<file path="config.mk">
export PLATFORM = sky130hd
export DESIGN_NAME = ram_loader
export DESIGN_NICKNAME = d
export VERILOG_FILES = /design/src/rtl/ram_loader_pkg.sv /design/src/rtl/ram_loader.sv
export SDC_FILE = /design/constraint.sdc
export NUM_CORES = 1
export LEC_CHECK = 0
export CAP_MARGIN = 10
export CORE_ASPECT_RATIO = 0.9
export CORE_MARGIN = 3
export CORE_UTILIZATION = 40
export DETAILED_ROUTE_END_ITERATION = 7
export PLACE_DENSITY = 0.83
export SYNTH_ARGS = -nofsm -noshare
export SYNTH_HDL_FRONTEND = slang
export SYNTH_SLANG_ARGS = --single-unit
</file>
<file path="constraint.sdc">
create_clock -name clk -period 2.5 [get_ports clk]
set_clock_uncertainty 0.05 [all_clocks]
set_input_delay 0.5 -clock clk [delete_from_list [all_inputs] [get_ports clk]]
set_output_delay 0.5 -clock clk [all_outputs]
set_load 0.005 [all_outputs]
</file>
<file path="src/rtl/ram_loader_pkg.sv">
// Shared datapath definitions: loader FSM encoding and default RAM geometry
// used by the loader, the data RAM and the controller.
package ram_loader_pkg;

  localparam int DEFAULT_DATA_W = 32;
  localparam int DEFAULT_ADDR_W = 8;

  typedef enum logic [1:0] {
    LDR_IDLE = 2'd0,
    LDR_LOAD = 2'd1,
    LDR_DONE = 2'd2
  } ldr_state_e;

endpackage

</file>
<file path="src/rtl/ram_loader.sv">
// Streams valid/ready words into RAM port A at consecutive addresses from BASE_ADDR.
// Optional running checksum of loaded words is built when RAM_LOADER_CHECKSUM_EN is defined.
module ram_loader
  import ram_loader_pkg::*;
#(
  parameter int DATA_W    = DEFAULT_DATA_W,
  parameter int ADDR_W    = DEFAULT_ADDR_W,
  parameter int BASE_ADDR = 0
) (
  input  logic              clk,
  input  logic              rst_n,
  input  logic              cmd_start,
  input  logic [ADDR_W:0]   cmd_len,
  input  logic              in_valid,
  input  logic [DATA_W-1:0] in_data,
  output logic              in_ready,
  output logic              wea,
  output logic [ADDR_W-1:0] addra,
  output logic [DATA_W-1:0] dina,
  output logic              busy,
  output logic              done,
  output logic [DATA_W-1:0] checksum
);

  localparam logic [ADDR_W:0]   FULL_LEN = {1'b1, {ADDR_W{1'b0}}};
  localparam logic [ADDR_W:0]   CNT_ONE  = {{ADDR_W{1'b0}}, 1'b1};
  localparam logic [ADDR_W-1:0] BASE     = ADDR_W'(BASE_ADDR);

  ldr_state_e        state_q, state_d;
  logic [ADDR_W:0]   len_q, len_d;
  logic [ADDR_W:0]   cnt_q, cnt_d;
  logic              wea_q, wea_d;
  logic [ADDR_W-1:0] addra_q, addra_d;
  logic [DATA_W-1:0] dina_q, dina_d;
  logic              ready_q, ready_d;
  logic              busy_q, busy_d;
  logic              done_q, done_d;
  logic [DATA_W-1:0] sum_q, sum_d;

  always_comb begin
    state_d = state_q;
    len_d   = len_q;
    cnt_d   = cnt_q;
    wea_d   = 1'b0;
    addra_d = addra_q;
    dina_d  = dina_q;
    sum_d   = sum_q;
    case (state_q)
      LDR_IDLE: begin
        if (cmd_start) begin
          // Any length with the top bit set is at least a full RAM; clamp it.
          len_d   = cmd_len[ADDR_W] ? FULL_LEN : cmd_len;
          cnt_d   = '0;
          sum_d   = '0;
          state_d = (cmd_len == '0) ? LDR_DONE : LDR_LOAD;
        end
      end
      LDR_LOAD: begin
        if (in_valid) begin
          wea_d   = 1'b1;
          addra_d = BASE + cnt_q[ADDR_W-1:0];
          dina_d  = in_data;
          sum_d   = sum_q + in_data;
          cnt_d   = cnt_q + CNT_ONE;
          if (cnt_q == len_q - CNT_ONE) state_d = LDR_DONE;
        end
      end
      LDR_DONE: state_d = LDR_IDLE;
      default:  state_d = LDR_IDLE;
    endcase
    ready_d = (state_d == LDR_LOAD);
    busy_d  = (state_d != LDR_IDLE);
    done_d  = (state_d == LDR_DONE);
  end

  always_ff @(posedge clk or negedge rst_n) begin
    if (!rst_n) begin
      state_q <= LDR_IDLE;
      len_q   <= '0;
      cnt_q   <= '0;
      wea_q   <= 1'b0;
      addra_q <= '0;
      dina_q  <= '0;
      ready_q <= 1'b0;
      busy_q  <= 1'b0;
      done_q  <= 1'b0;
      sum_q   <= '0;
    end else begin
      state_q <= state_d;
      len_q   <= len_d;
      cnt_q   <= cnt_d;
      wea_q   <= wea_d;
      addra_q <= addra_d;
      dina_q  <= dina_d;
      ready_q <= ready_d;
      busy_q  <= busy_d;
      done_q  <= done_d;
      sum_q   <= sum_d;
    end
  end

  assign in_ready = ready_q;
  assign wea      = wea_q;
  assign addra    = addra_q;
  assign dina     = dina_q;
  assign busy     = busy_q;
  assign done     = done_q;

`ifdef RAM_LOADER_CHECKSUM_EN
  assign checksum = sum_q;
`else
  // Accumulator is left unobserved so synthesis trims it away.
  logic unused_sum;
  assign unused_sum = ^sum_q;
  assign checksum   = '0;
`endif

endmodule

</file>
==> reports/qor.csv, run 1 <==
stage;metric;value;unit
worst_setup_path;Crit path arrival time;2.34;ns
power;Gate power share;39.4;%
sta;final hold vios;0;
route;DRT antenna net count;0;
grt;first-pass GRT wire length;11200;um
route;DRC;0;
route;drt first pass iters;4;
place;GPL Wtd Cong;0.835;
logic_synthesis;Synth cell types;37;
min_path;hold crit path type;in2async;
sta;Final Max Tran Viols;0;
die;initial core utilization;42.3;%
clocking;Clock transition at path regs;0.07;ns
clocking;cts hold-fix bufs;0;
logic_synthesis;Async SR Flop Fraction;100;%
sta;Tcrit/Tclk final;88.0;%
route;DRT Wirelength;6960;um
logic_synthesis;Synth area leaders;dfrtp_1 (52%), nand2_1 (17%), buf_4 (7.8%), xnor2_1 (2.6%), nand3b_1 (2.0%);
logic_synthesis;synthesis-stage register bit count;64;
layout;synthesis-to-layout area growth;34.0;%
logic_synthesis;synth cell count leaders;nand2_1 (140), dfrtp_1 (64), buf_4 (32);
job;max-cap violation count;0;
place;Port Buffers;88;
power;Max VDD drop;0.000356;V
route;DRT iter0 DRCs;104;
die;DIE AREA;0.00875;mm^2
worst_setup_path;CP Class;reg2reg;
clocking;deepest clock path buffer count;2;
power;sequential share of power;39.8;%
sta;minimum clock period;2.20;ns
logic_synthesis;Seq/Total Area, Yosys;52.2;%
logic_synthesis;leading area contributor after synthesis;dfrtp_1;
grt;vias in the first global route;2345;
clocking;CTS root buf;clkbuf_8;
power;Clk network pwr share;20.8;%
route;DR WL/cell;13.1;um
grt;Tot GR Track Use;15.9;%
clocking;clock sinks;64;
die;Ports;121;
logic_synthesis;area share of the largest cell type after synthesis;52.2;%
logic_synthesis;YS warnings;0;
layout;Diodes inserted;0;
place;DPL Wire Length;5050;um
layout;Final nets;479;
worst_setup_path;Critical Path RT;2.64;ns
sta;worst setup margin;0.301;ns
grt;initial antenna violation count;0;
power;Switch Pwr;1.46;mW
layout;layout cells sized above 1;5.72;%
clocking;CTS tree;yes;
worst_setup_path;Crit. End Element;flip-flop;
logic_synthesis;ys flop type;dfrtp_1;
sta;slew at the pin closest to its max-slew limit;0.555;ns
logic_synthesis;synthesized area;0.00307;mm^2
power;pwr dens;1030;mW/mm^2
logic_synthesis;Mapped Cells;346;
grt;largest net degree at the start of global routing;65;
sta;# setup viols final;0;
sta;RSZ-0062 raised after global routing;no;
die;Core Rows;29;
die;core area;0.00726;mm^2
die;chip width;98.3;um
route;vias per cell;4.79;
clocking;PostCTS Resize Cnt;0;
power;Sw Share;34.4;%
sta;relative slew slack;63.0;%
clocking;Worst-Skew Late Latency;0.33;ns
power;Static Leak;1.97;nW
logic_synthesis;top-count cell post-synth;nand2_1;
die;die height;89.1;um
route;via total after detailed routing;2537;
outcome;run status;finished clean;
worst_setup_path;CP Launch Type;flip-flop;
power;P_int;2.79;mW
logic_synthesis;Post-synth EDFFs;0;
clocking;H-tree depth;3;
place;pre-CTS setup slack;0.261;ns
grt;GRT overflow;0;
logic_synthesis;Mapped Avg Cell Area;8.86;um^2
clocking;CTS buffer count;9;
clocking;Setup Fix Bufs, Post-CTS;0;
worst_setup_path;crit-path max FO;6;
sta;Max Freq;455;MHz
sta;Sum Neg Setup Slack;0;ns
-- path summary, 6_finish.rpt --
kind	startpoint	end	slack, ns	depth (start not counted)
worst max-delay path	len_q[0]	state_q[0]	0.30	7
worst min-delay path	rst_n	len_q[0]	0.13	2
worst max register to register	len_q[0]	state_q[0]	0.30	7
worst min register to register	dina[24]	dina[24]	0.43	2
max in group asynchronous	rst_n	dina[23]	2.01	2
min in group clk	dina[24]	dina[24]	0.43	2
-- logic make-up after synthesis --
group / Yosys count / share of synthesized area [%]
compound gates: 25 / 5.30
fa+ha+maj: 2 / 0.816
other cells: 1 / 0.122
simple gates: 187 / 26.8
flops: 64 / 52.2
xor+xnor: 15 / 4.28
buf+inv: 52 / 10.4
-- worst max-delay path, cell delays in order (launching register included) --
cell and delay, ns:
dfrtp_1 0.42, inv_1 0.09, ha_1 0.28, or3b_1 0.43, nor3_2 0.14, xnor2_1 0.13
nor4_4 0.35, a41oi_1 0.15
-- power by group through the flow --
stage                     clock network, mW  logic (mW)  registers, mW
after floorplan                           0       0.935           1.65
after global placement                    0        1.64           1.69
after detailed placement                  0        1.69           1.71
after CTS                             0.904        1.70           1.69
after global routing                  0.967        1.86           1.75
final                                 0.886        1.67           1.69
-- stage by stage --
| stage | cell area [um^2] | total power [mW] | hold WS, ns | utilization [%] | std cells |
|---|---|---|---|---|---|
| final | 4110 | 4.25 | 0.130 | 56.6 | 530 |
| after global routing | 4110 | 4.57 | 0.131 | 56.6 | 530 |
| after CTS | 4110 | 4.29 | 0.130 | 56.6 | 530 |
| after detailed placement | 3910 | 3.40 | 0.411 | 53.9 | 514 |
| after global placement | 3910 | 3.33 | 0.407 | 53.9 | 514 |
| after floorplan | 3180 | 2.59 | 0.154 | - | 377 |
-- layer usage --
metal  track usage, %  wire (um)  up-vias
li1                 -          -     1223
met1             20.0       2860     1214
met2             25.5       3450       92
met3             5.23        532        8
met4             7.20        114        0
met5                0          0        -
-- final cells by class --
class                           count  area [um^2]
Fill cell                         657         3150
Sequential cell                    64         1600
Multi-Input combinational cell    261         1260
Timing Repair Buffer               91          911
Clock buffer                       13          159
Tap cell                           93          116
Clock inverter                      3         40.0
Inverter                            5         20.0
-- state kept, by name (all words and copies together) (netlist names) --
register and flops:
dina 32, cnt_q 9, len_q 9, addra 8, state_q 2, busy 1
done 1, in_ready 1, wea 1
-- layout by cell type, fill, tap and decap left out, types with 3 or more instances in the layout --
cell type          n
a41oi_1            3
conb_1            32
o21ai_0            9
inv_1              4
nand3b_1           8
a21oi_1            5
clkinv_2           3
clkbuf_8          11
nand2_1          140
xor2_1             6
xnor2_1            9
nor3_1             3
or3_1              5
dfrtp_1           64
clkdlybuf4s50_1   87
nor2_1            10
nand3_1            7
No activity file was read; power rests on OpenSTA's default activity.
==> inputs of run 2 (changes only) <==
--- a/config.mk
+++ b/config.mk
@@ -8,9 +8,9 @@
 export CAP_MARGIN = 10
 export CORE_ASPECT_RATIO = 0.9
 export CORE_MARGIN = 3
-export CORE_UTILIZATION = 40
+export CORE_UTILIZATION = 47
 export DETAILED_ROUTE_END_ITERATION = 7
-export PLACE_DENSITY = 0.83
+export PLACE_DENSITY = 0.94
 export SYNTH_ARGS = -nofsm -noshare
 export SYNTH_HDL_FRONTEND = slang
 export SYNTH_SLANG_ARGS = --single-unit
==> constraint.sdc (replaced) <==
create_clock -name clk -period 2.6 [get_ports clk]
set_clock_uncertainty 0.05 [all_clocks]
set_input_delay 0.52 -clock clk [delete_from_list [all_inputs] [get_ports clk]]
set_output_delay 0.52 -clock clk [all_outputs]
set_load 0.005 [all_outputs]
==> run 2 against run 1 <==
Net effect:
- register-to-register slack better by 0.05 ns
- die area fell by 14%
- routed wire length rose by 6.1%
- worst hold slack better by 0.17 ns
- total power fell by 1.6%
- global-route usage is 4.1 points higher
- sequential share of layout area about the same
- final cell count shrank 0.94%
- non-clock buffer count increased by 1
- via count grew 1.7%
- flip-flop and latch count is the same
- setup slack improved by 0.050 ns
- critical endpoint is now in_ready
- highest routed layer unchanged
==> reports/qor.csv, run 2 (synthesis gave the netlist of run 1 again) <==
stage;metric;value;unit;change
outcome;run status;finished clean;;
worst_setup_path;cell mode on critical path;a41oi_1;;
grt;GRT overflow;0;;unchanged
grt;initial antenna violation count;0;;unchanged
layout;Final nets;480;;+0.21%
layout;synthesis-to-layout area growth;34.2;%;
sta;Max Freq;445;MHz;-2.2%
worst_setup_path;CP peak stage delay;0.42;ns;about the same
clocking;deepest clock path buffer count;2;;unchanged
grt;Tot GR Track Use;20.0;%;+4.1 points
die;die height;82.6;um;-7.2%
worst_setup_path;Crit path arrival time;2.39;ns;+0.05 ns
worst_setup_path;Critical Path RT;2.74;ns;+0.10 ns
clocking;CTS root buf;clkbuf_8;;
grt;first-pass GRT wire length;12000;um;+7.4%
clocking;Worst-Skew Late Latency;0.33;ns;about the same
worst_setup_path;WP buf/inv;1;;unchanged
route;DRC;0;;unchanged
worst_setup_path;crit-path max FO;6;;unchanged
layout;commonest non-fill, non-tap cell in the layout;nand2_1;;
clocking;H-tree depth;3;;unchanged
worst_setup_path;r2r worst-path depth;7;;unchanged
die;DIE AREA;0.00753;mm^2;-14%
power;Final Power;4.18;mW;-1.6%
place;Port Buffers;88;;unchanged
place;DPL Wire Length;5330;um;+5.5%
die;Core Rows;27;;-6.9%
route;via total after detailed routing;2579;;+1.7%
job;max-cap violation count;0;;unchanged
power;Static Leak;1.98;nW;+0.27%
sta;Tcrit/Tclk final;86.5;%;-1.5 points
sta;Final Max Tran Viols;0;;unchanged
route;DRT antenna net count;0;;unchanged
worst_setup_path;Critical R2R Launch;len_q[0];;
worst_setup_path;CP Class;reg2reg;;
sta;Sum Neg Setup Slack;0;ns;unchanged
worst_setup_path;CP delay by family, top;compound AO/OA/AOI/OAI gates;;
sta;slew at the pin closest to its max-slew limit;0.990;ns;+0.435 ns
worst_setup_path;crit-path cells;inv_1, ha_1, o21ba_2, a221oi_1, a41oi_1, nor4_4, a41oi_1;;
worst_setup_path;R2R Setup Slk;0.35;ns;+0.05 ns
worst_setup_path;slowest cell on the critical path;dfrtp_1;;
die;core area;0.00622;mm^2;-14%
layout;fin util;66.2;%;+9.6 points
route;vias per cell;4.91;;+2.6%
clocking;Setup Fix Bufs, Post-CTS;0;;unchanged
layout;layout cells sized above 1;6.39;%;+0.67 points
route;DR WL/cell;14.1;um;+7.1%
layout;Diodes inserted;0;;unchanged
power;Max VDD drop;0.000315;V;-11%
sta;relative slew slack;34.0;%;-29 points
route;DRT iter0 DRCs;119;;+14%
clocking;PostCTS Resize Cnt;0;;unchanged
sta;minimum clock period;2.25;ns;+0.0499 ns
min_path;hold crit path type;in2async;;
worst_setup_path;RR Endpoint;in_ready;;
layout;max reg flops;32;;unchanged
clocking;cts hold-fix bufs;0;;unchanged
route;drt first pass iters;6;;+2
grt;largest net degree at the start of global routing;47;;-28%
grt;vias in the first global route;2486;;+6.0%
clocking;Clock transition at path regs;0.07;ns;about the same
layout;fill count;489;;-26%
layout;final instance area;0.00412;mm^2;+0.12%
worst_setup_path;Crit. End Element;flip-flop;;
sta;# setup viols final;0;;unchanged
power;pwr dens;1020;mW/mm^2;-1.8%
route;DRT Wirelength;7380;um;+6.1%
clocking;CTS buffer count;9;;unchanged
sta;RSZ-0062 raised after global routing;no;;
die;Ports;121;;unchanged
place;GPL Wtd Cong;0.844;;+1.1%
clocking;clock sinks;64;;unchanged
die;chip width;91.1;um;-7.3%
die;initial core utilization;49.3;%;+7.1 points
place;Post-DP Area;0.00390;mm^2;-0.32%
clocking;CTS tree;yes;;
worst_setup_path;CP Launch Type;flip-flop;;
layout;most frequent cells in the layout;nand2_1 (140), clkdlybuf4s50_1 (87), dfrtp_1 (64);;
sta;final hold vios;0;;unchanged
-- run 2: how the worst max path moves through the flow --
stage	startpoint	endpoint	slack [ns]	cells after the start
finish	len_q[0]	in_ready	0.35	7
global route	len_q[0]	state_q[0]	0.22	7
CTS	len_q[0]	in_ready	0.39	7
detailed placement	in_valid	cnt_q[7]	0.29	7
global placement	in_valid	cnt_q[7]	0.34	7
floorplan	len_q[0]	in_ready	0.64	7
-- run 2: cell type report --
| type | count | area, um^2 | share of cell area, % |
|---|---|---|---|
| Sequential cell | 64 | 1600 | 38.9 |
| Multi-Input combinational cell | 261 | 1260 | 30.7 |
| Timing Repair Buffer | 92 | 906 | 22.0 |
| Clock buffer | 12 | 165 | 4.01 |
| Tap cell | 87 | 109 | 2.65 |
| Clock inverter | 4 | 51.3 | 1.25 |
| Inverter | 5 | 20.0 | 0.486 |
-- run 2: through the flow --
step	hold slack, ns	setup WS (ns)	instances
finish	0.299	0.351	525
floorplan	0.174	0.638	377
global placement	0.406	0.342	509
global route	0.370	0.221	525
detailed placement	0.413	0.295	509
CTS	0.323	0.391	525
-- run 2: worst reg2reg max path: cells and delay by family, from the launching register on --
family,cells,cell delay (ns)
adder cells (fa/ha/maj),1,0.28
buffers and inverters,1,0.08
AO/OA/AOI/OAI,4,0.89
AND/OR/NAND/NOR,1,0.40
flip-flops,1,0.42
-- run 2: where the power goes --
group	internal [mW]	switching [mW]	total (mW)
logic	0.844	0.802	1.65
registers	1.34	0.293	1.64
clock network	0.521	0.378	0.900
total	2.71	1.47	4.18
-- run 2: routing by layer --
layer	track usage (%)	share of wire, %
met1	24.4	41
met2	34.5	51
met3	5.53	7.3
met4	7.23	1.2
met5	0	0
